<file path="src/rtl/mc_ctrl_pkg.sv">
`default_nettype none
// ---------------------------------------------------------------------------
// mc_ctrl_pkg : state codes, opcodes and control-vector type for multicycle_ctrl
// Rev 1.0
// ---------------------------------------------------------------------------
package mc_ctrl_pkg;

  typedef enum logic [3:0] {
    S_IF   = 4'd0,
    S_ID   = 4'd1,
    S_MADR = 4'd2,
    S_MRD  = 4'd3,
    S_MWB  = 4'd4,
    S_MWR  = 4'd5,
    S_REX  = 4'd6,
    S_RWB  = 4'd7,
    S_IEX  = 4'd8,
    S_IWB  = 4'd9,
    S_BR   = 4'd10,
    S_JMP  = 4'd11
  } state_e;

  localparam logic [5:0] OP_RTYPE = 6'b000000;
  localparam logic [5:0] OP_ADDI  = 6'b001000;
  localparam logic [5:0] OP_LW    = 6'b100011;
  localparam logic [5:0] OP_SW    = 6'b101011;
  localparam logic [5:0] OP_BEQ   = 6'b000100;
  localparam logic [5:0] OP_J     = 6'b000010;

  typedef struct packed {
    logic       mem_req;
    logic       mem_we;
    logic       iord;
    logic       ir_we;
    logic       pc_we;
    logic       reg_we;
    logic       reg_dst;
    logic       mem_to_reg;
    logic       alu_src_a;
    logic [1:0] alu_src_b;
    logic [1:0] alu_op;
    logic [1:0] pc_src;
    logic       instr_done;
  } ctrl_t;

  function automatic logic is_known_op(input logic [5:0] op);
    return (op == OP_RTYPE) || (op == OP_ADDI) || (op == OP_LW) ||
           (op == OP_SW)    || (op == OP_BEQ)  || (op == OP_J);
  endfunction

endpackage
`default_nettype wire

</file>
<file path="src/rtl/mc_ctrl_outdec.sv">
`default_nettype none
// ---------------------------------------------------------------------------
// mc_ctrl_outdec : combinational state -> control vector decode
// Rev 1.0
// ---------------------------------------------------------------------------
module mc_ctrl_outdec
  import mc_ctrl_pkg::*;
(
  input  state_e state,
  input  logic   mem_ack,
  input  logic   zero,
  input  logic   id_nop,
  output ctrl_t  ctrl
);

  always_comb begin
    ctrl = '0;
    case (state)
      S_IF: begin
        ctrl.mem_req   = 1'b1;
        ctrl.alu_src_b = 2'b01;
        ctrl.ir_we     = mem_ack;
        ctrl.pc_we     = mem_ack;
      end
      S_ID: begin
        ctrl.alu_src_b  = 2'b11;
        ctrl.instr_done = id_nop;
      end
      S_MADR, S_IEX: begin
        ctrl.alu_src_a = 1'b1;
        ctrl.alu_src_b = 2'b10;
      end
      S_MRD: begin
        ctrl.mem_req = 1'b1;
        ctrl.iord    = 1'b1;
      end
      S_MWB: begin
        ctrl.reg_we     = 1'b1;
        ctrl.mem_to_reg = 1'b1;
        ctrl.instr_done = 1'b1;
      end
      S_MWR: begin
        ctrl.mem_req    = 1'b1;
        ctrl.mem_we     = 1'b1;
        ctrl.iord       = 1'b1;
        ctrl.instr_done = mem_ack;
      end
      S_REX: begin
        ctrl.alu_src_a = 1'b1;
        ctrl.alu_op    = 2'b10;
      end
      S_RWB: begin
        ctrl.reg_we     = 1'b1;
        ctrl.reg_dst    = 1'b1;
        ctrl.instr_done = 1'b1;
      end
      S_IWB: begin
        ctrl.reg_we     = 1'b1;
        ctrl.instr_done = 1'b1;
      end
      S_BR: begin
        ctrl.alu_src_a  = 1'b1;
        ctrl.alu_op     = 2'b01;
        ctrl.pc_src     = 2'b01;
        ctrl.pc_we      = zero;
        ctrl.instr_done = 1'b1;
      end
      S_JMP: begin
        ctrl.pc_src     = 2'b10;
        ctrl.pc_we      = 1'b1;
        ctrl.instr_done = 1'b1;
      end
      default: ctrl = '0;
    endcase
  end

endmodule
`default_nettype wire

</file>
<file path="src/rtl/multicycle_ctrl.sv">
`default_nettype none
// ---------------------------------------------------------------------------
// multicycle_ctrl : multicycle MIPS-style control FSM (state register + next state)
// Rev 1.0
// ---------------------------------------------------------------------------
module multicycle_ctrl
  import mc_ctrl_pkg::*;
#(
  parameter int WIDTH = 6
) (
  input  logic             clk,
  input  logic             rst_n,
  input  logic [WIDTH-1:0] opcode,
  input  logic             zero,
  input  logic             mem_ack,
  output logic             mem_req,
  output logic             mem_we,
  output logic             iord,
  output logic             ir_we,
  output logic             pc_we,
  output logic             reg_we,
  output logic             reg_dst,
  output logic             mem_to_reg,
  output logic             alu_src_a,
  output logic [1:0]       alu_src_b,
  output logic [1:0]       alu_op,
  output logic [1:0]       pc_src,
  output logic             instr_done,
  output logic [3:0]       state
);

  state_e     state_q, state_d;
  logic [5:0] op6;
  logic       id_nop;
  ctrl_t      ctrl_dec;
  ctrl_t      ctrl_out;

  assign op6    = 6'(opcode);
  assign id_nop = (state_q == S_ID) && !is_known_op(op6);

  always_comb begin
    state_d = state_q;
    case (state_q)
      S_IF:   if (mem_ack) state_d = S_ID;
      S_ID: begin
        case (op6)
          OP_RTYPE:     state_d = S_REX;
          OP_ADDI:      state_d = S_IEX;
          OP_LW, OP_SW: state_d = S_MADR;
          OP_BEQ:       state_d = S_BR;
          OP_J:         state_d = S_JMP;
          default:      state_d = S_IF;
        endcase
      end
      S_MADR: state_d = (op6 == OP_SW) ? S_MWR : S_MRD;
      S_MRD:  if (mem_ack) state_d = S_MWB;
      S_MWR:  if (mem_ack) state_d = S_IF;
      S_REX:  state_d = S_RWB;
      S_IEX:  state_d = S_IWB;
      default: state_d = S_IF;
    endcase
  end

  always_ff @(posedge clk or negedge rst_n) begin
    if (!rst_n) state_q <= S_IF;
    else        state_q <= state_d;
  end

  mc_ctrl_outdec u_outdec (
    .state   (state_q),
    .mem_ack (mem_ack),
    .zero    (zero),
    .id_nop  (id_nop),
    .ctrl    (ctrl_dec)
  );

  // IF would otherwise request memory while reset is held; quiesce everything.
  assign ctrl_out = rst_n ? ctrl_dec : '0;

  assign mem_req    = ctrl_out.mem_req;
  assign mem_we     = ctrl_out.mem_we;
  assign iord       = ctrl_out.iord;
  assign ir_we      = ctrl_out.ir_we;
  assign pc_we      = ctrl_out.pc_we;
  assign reg_we     = ctrl_out.reg_we;
  assign reg_dst    = ctrl_out.reg_dst;
  assign mem_to_reg = ctrl_out.mem_to_reg;
  assign alu_src_a  = ctrl_out.alu_src_a;
  assign alu_src_b  = ctrl_out.alu_src_b;
  assign alu_op     = ctrl_out.alu_op;
  assign pc_src     = ctrl_out.pc_src;
  assign instr_done = ctrl_out.instr_done;
  assign state      = state_q;

endmodule
`default_nettype wire
</file>
<file path="config.mk">
export PLATFORM = sky130hd
export DESIGN_NAME = multicycle_ctrl
export DESIGN_NICKNAME = d
export VERILOG_FILES = /design/src/rtl/mc_ctrl_pkg.sv /design/src/rtl/mc_ctrl_outdec.sv /design/src/rtl/multicycle_ctrl.sv
export SDC_FILE = /design/constraint.sdc
export NUM_CORES = 1
export LEC_CHECK = 0
export ABC_AREA = 1
export CAP_MARGIN = 40
export CORE_UTILIZATION = 39
export DETAILED_ROUTE_END_ITERATION = 7
export HOLD_SLACK_MARGIN = 0.12
export PLACE_DENSITY = 0.88
export SLEW_MARGIN = 10
export SYNTH_ARGS = -nofsm -noshare
export SYNTH_HDL_FRONTEND = slang
export SYNTH_SLANG_ARGS = --single-unit
export TNS_END_PERCENT = 5
</file>
<file path="constraint.sdc">
create_clock -name clk -period 1.6 [get_ports clk]
set_input_delay 0.24 -clock clk [delete_from_list [all_inputs] [get_ports clk]]
set_output_delay 0.24 -clock clk [all_outputs]
set_load 0.005 [all_outputs]
</file>
# After elaboration in Yosys (flattened, before gate mapping)
# Cells that the tools add are included.
[word_totals]
register_bits = 4
inputBits = 10
output_inout_bits = 20
elab_cells = 57
[classes]
n_eq_ne = 19
mux = 20
reduce_logical = 17
[op_table]
columns = ["operator", "n"]
rows = [
  ["4-bit one-hot mux with 7 select lines", 1],
  ["4-bit one-hot mux with 5 select lines", 1],
  ["4-bit by 3-bit == test with 1-bit output (second input constant)", 4],
  ["4-bit == test (second input constant)", 4],
  ["16-bit 2-to-1 mux", 1],
  ["6-bit == test (second input constant)", 2],
  ["4-bit 2-to-1 mux", 3],
  ["4-bit by 2-bit == test with 1-bit output (second input constant)", 2],
  ["1-bit 2-to-1 mux", 8],
  ["2-bit one-hot mux with 2 select lines", 2],
  ["6-bit by 2-bit == test with 1-bit output (second input constant)", 1],
  ["6-bit by 3-bit == test with 1-bit output (second input constant)", 1],
  ["6-bit by 4-bit == test with 1-bit output (second input constant)", 1],
  ["6-bit logical NOT", 1],
  ["2-bit != test (second input constant)", 3],
  ["1-bit one-hot mux with 3 select lines", 2],
  ["2-bit one-hot mux with 3 select lines", 1],
  ["2-bit OR reduction", 3],
  ["3-bit OR reduction", 2],
  ["1-bit logical OR", 5],
  ["5-bit OR reduction", 1],
  ["4-bit by 1-bit == test with 1-bit output (second input constant)", 1],
  ["4-bit logical NOT", 1],
  ["4-bit OR reduction", 1],
  ["4 further kinds", 4],
]

# Logic depth before layout (Yosys ltp)
[logic_depth]
depth_word = 10
mapped_depth = 9
ltp_nobuf = 8

# Hierarchy
# A second synthesis with hierarchy kept.
[hier_totals]
hier_cells = 152
area_unflattened_um2 = 733.2
[by_module_without_submodules]
columns = ["mod", "instances", "cells_per_inst", "area_per_inst_um2", "seq_area_each_um2"]
rows = [
  ["multicycle_ctrl", 1, 103, 518.0, 100.1],
  ["mc_ctrl_outdec", 1, 49, 215.2, 0.0],
]

# Worst setup path before layout
# No wires, ideal clock.
[synth_path]
path_type = "register -> output"
startpoint = "register state_q[1], in the netlist state[1]"
endpoint = "output port instr_done"
t_arrival_ns = 1.101
required_time_ns = 1.360
setup_slack_ns = 0.259
path_stages_with_launch = 9
path_buffers = 1
path_cell_list = "dfrtp_1 buf_6 inv_1 nand2_1 nor2_4 nand3_1 nor2_1 nor2_1 nor2_1"
[synth_between]
elab_chain_cells = 4
word_cells_on_any_way = 11
classes_between = "eq/ne (7); mux (2); reduce/logical (2)"
[synth_rtl]
columns = ["element", "line_no", "source"]
rows = [
  ["start: declaration", "multicycle_ctrl.sv:32", "state_e state_q, state_d;"],
  ["start signal: assignment", "multicycle_ctrl.sv:66", "else state_q <= state_d;"],
  ["4-bit == test (tied with other cells)", "mc_ctrl_outdec.sv:18", "case (state)"],
  ["5-bit OR reduction (no line) or 1-bit logical AND (tied branches)", "n/a", ""],
  ["1-bit one-hot mux with 3 select lines (*)", "mc_ctrl_outdec.sv:18", ""],
  ["16-bit 2-to-1 mux (*)", "multicycle_ctrl.sv:78", "assign ctrl_out = rst_n ? ctrl_dec : '0;"],
  ["end: declaration", "multicycle_ctrl.sv:28", "output logic instr_done,"],
]
# Every way passes the cells marked *; elsewhere a longest branch is shown, timed or not.

# Final worst setup path
[layout_path]
startpoint = "register state_q[0], in the netlist state[0]"
endpoint = "output port instr_done"
# Same word-level chain as after synthesis.

==> reports/metrics.yaml <==
routing:
  totalWireLength_mm: 3.810
  viasPerCell: 6.020
  drt_pass1_iterations: 4
  drtAntennaViolNets: 0
  vias: 1186
  drtIter0Drc: 82
  drc: 0
  route.detailed.wl_per_inst_um: 19.34
die:
  dieArea_um2: 1708
  io_pins: 30
  initial_core_util_pct: 44.14
  std_cell_rows: 13
  chipWidth_um: 41.33
  die_h_um: 41.33
  core_area_um2: 1366
sta:
  period_minus_slack_ps: 1961
  timing.final.max_slew_violations: 0
  setup_viol: 14
  fin_skew_ps: 0.9002
  max_freq_ghz: 0.5100
  fin_crit_sh_pct: 122.5
  hold_viol: 0
  rsz0062_at_grt: "yes"
  worst_pin_slew_ps: 280.8
  timing.slew.headroom_pct: 81.21
  fin_ws_ps: -360.7
layout:
  utilization_pct: 93.50
  area_growth_pct: 111.8
  antennaDiodeCount: 0
  largest_register_ffs: 4
  drive_gt1_share_pct: 51.65
  fillers: 53
  nets: 194
clocking:
  clock_sinks: 4
  ctsRootBufferMaster: "clkbuf_4"
  cts.htree.levels: 1
  cts_hold_buffers: 0
  clk_latency_ps: 250
  cts_tree: "done"
  clk_path_buf_depth: 2
  cts.clk_slew.worst_paths_ps: 40
  cts_buffers: 3
power_and_ir_drop:
  clkPwrFrac_pct: 6.8
  swShare_pct: 47.82
  peakVddDrop_mv: 1.116
  power_leakage_nw: 0.7059
  switching_power_uw: 997.3
  p_int_mw: 1.088
  sequentialPowerShare_pct: 12.4
  powerDensity_nw_per_um2: 1633
  p_total_mw: 2.086
  p_comb_share_pct: 80.8
worst_setup_path:
  rrSetupSlack_ps: 20
  worst_setup_path_start_kind: "register"
  crit_type: "register to output pin"
  cp_num_buf_inv: 3
  required_ps: 1360
  critPathTopFamily: "simple AND/OR/NAND/NOR gates"
  cp_slowest_cell: "dfrtp_2"
  critical-path-max-stage-delay_ps: 470
  crit_path_end_kind: "output pin"
  worstPathArrival_ps: 1720
  crit_fanout: 5
  path_cells: "buf_4 > nand2_2 > inv_2 > nand2_2 > nand2_2 > nor2_1 > nand2_1 > nor2_1 > nor2_1 > clkbuf_2"
synth:
  syn_inst: 116
  yosysTopAreaCell: "nand2_1"
  ys_seq_elements: 4
  synth_ff_type: "dfrtp_1"
  avgSynthCellArea_um2: 5.199
  synth.most_common_cell: "nand2_1"
  yosysWarnings: 0
  syn_nets: 126
  ys_seq_area_share_pct: 16.60
  async_flop_share_pct: 100.0
  synth_top_cells_by_count: "nand2_1, nor2_1, inv_1"
  synth.top_cell.area_share_pct: 18.05
  synth_cell_types: 16
  synth_area_um2: 603.1
  synth.area.top_cells: "nand2_1, dfrtp_1, nor2_1"
  synth-edff-count: 0
global_routing:
  track_usage_pct: 38.62
  use_met2_pct: 69.14
  gr-usage-met3_pct: 15.43
  grtUsageMet1_pct: 37.86
  antenna_found_initial: 0
  grt_max_degree: 13
  grt-ovfl-total: 0
  grt_pass1_wl_mm: 4.271
  grt_pass1_vias: 1004
  top_usage_layer: "met2"
placement:
  place_hpwl_mm: 1.518
  place_ws_ps: -446.7
  portBuffers: 29
  gp_congestion: 0.8362
run_status:
  violations: "setup timing"
  status: "complete, but fails checks"
worst_hold_path:
  hold_path.class: "input port to async pin"
flow_run:
  maxCapViolations: 0
## power by group through the flow
| stage | sequential (mW) | combinational (mW) | clock, mW |
|---|---|---|---|
| after detailed placement | 0.199 | 1.08 | 0 |
| after CTS | 0.244 | 1.31 | 0.132 |
| final | 0.258 | 1.69 | 0.141 |
| after floorplan | 0.184 | 0.506 | 0 |
| after global placement | 0.197 | 1.06 | 0 |
| after global routing | 0.258 | 1.78 | 0.145 |
## layer usage
metal,vias to the layer above,wire length [um]
li1,496,-
met1,521,1271
met2,120,1796
met3,49,403
met4,0,337
met5,-,0
## cells by family after synthesis
kind of cell / after synthesis / share of synthesized area, %
AO/OA/AOI/OAI: 6 / 5.187
buffers and inverters: 25 / 17.43
flip-flops: 4 / 16.60
AND/OR/NAND/NOR: 81 / 60.79
## cell usage in the layout, fill, tap and decap left out, types with 4 or more instances in the layout
| cell type | Yosys | layout |
|---|---|---|
| buf_4 | 1 | 31 |
| nand2_1 | 29 | 21 |
| nor2_1 | 26 | 17 |
| inv_1 | 19 | 13 |
| nand3_1 | 16 | 13 |
| clkdlybuf4s50_1 | 0 | 12 |
| nor2_4 | 4 | 9 |
| nand2_2 | 1 | 8 |
| inv_2 | 3 | 6 |
| buf_2 | 0 | 6 |
| buf_6 | 1 | 6 |
| nor2_2 | 0 | 4 |
| clkbuf_2 | 0 | 4 |
| dfrtp_2 | 0 | 4 |
## per-stage QoR
stage               cell area [um^2]  std cells  hold slack, ps  TNS, ps
CTS                             1211        190           331.4    -1343
global route                    1277        197           373.0    -3145
global placement                1055        179           550.1    -3117
detailed placement              1055        179           553.0    -3494
floorplan                      603.1        116          -55.59        0
finish                          1277        197           361.3    -2390
## worst paths after layout
path,from,cells past startpoint,end
worst max-delay path,state[0]$_DFFE_PN0P_,10,instr_done
worst min-delay path,rst_n,2,state[0]$_DFFE_PN0P_
worst max register to register,state[0]$_DFFE_PN0P_,10,state[0]$_DFFE_PN0P_
worst min register to register,state[2]$_DFFE_PN0P_,3,state[3]$_DFFE_PN0P_
max in group asynchronous,rst_n,2,state[2]$_DFFE_PN0P_
min in group clk,state[2]$_DFFE_PN0P_,3,state[3]$_DFFE_PN0P_
## area by class of cell
cell class	count	area, um^2	area share (%)
multi-input combinational	87	498.0	38.98
tap	15	18.77	1.469
clock buffer	3	22.52	1.763
timing repair buffer	66	543.0	42.51
sequential	4	105.1	8.227
inverter	22	90.09	7.052
## what timing repair did
action / in CTS / in global routing
setup buffers: 8 / 7
setup endpoints to repair: 16 / 17
pin swaps: 9 / 10
resized for setup: 75 / 23
No activity file was read; power rests on OpenSTA's default activity.
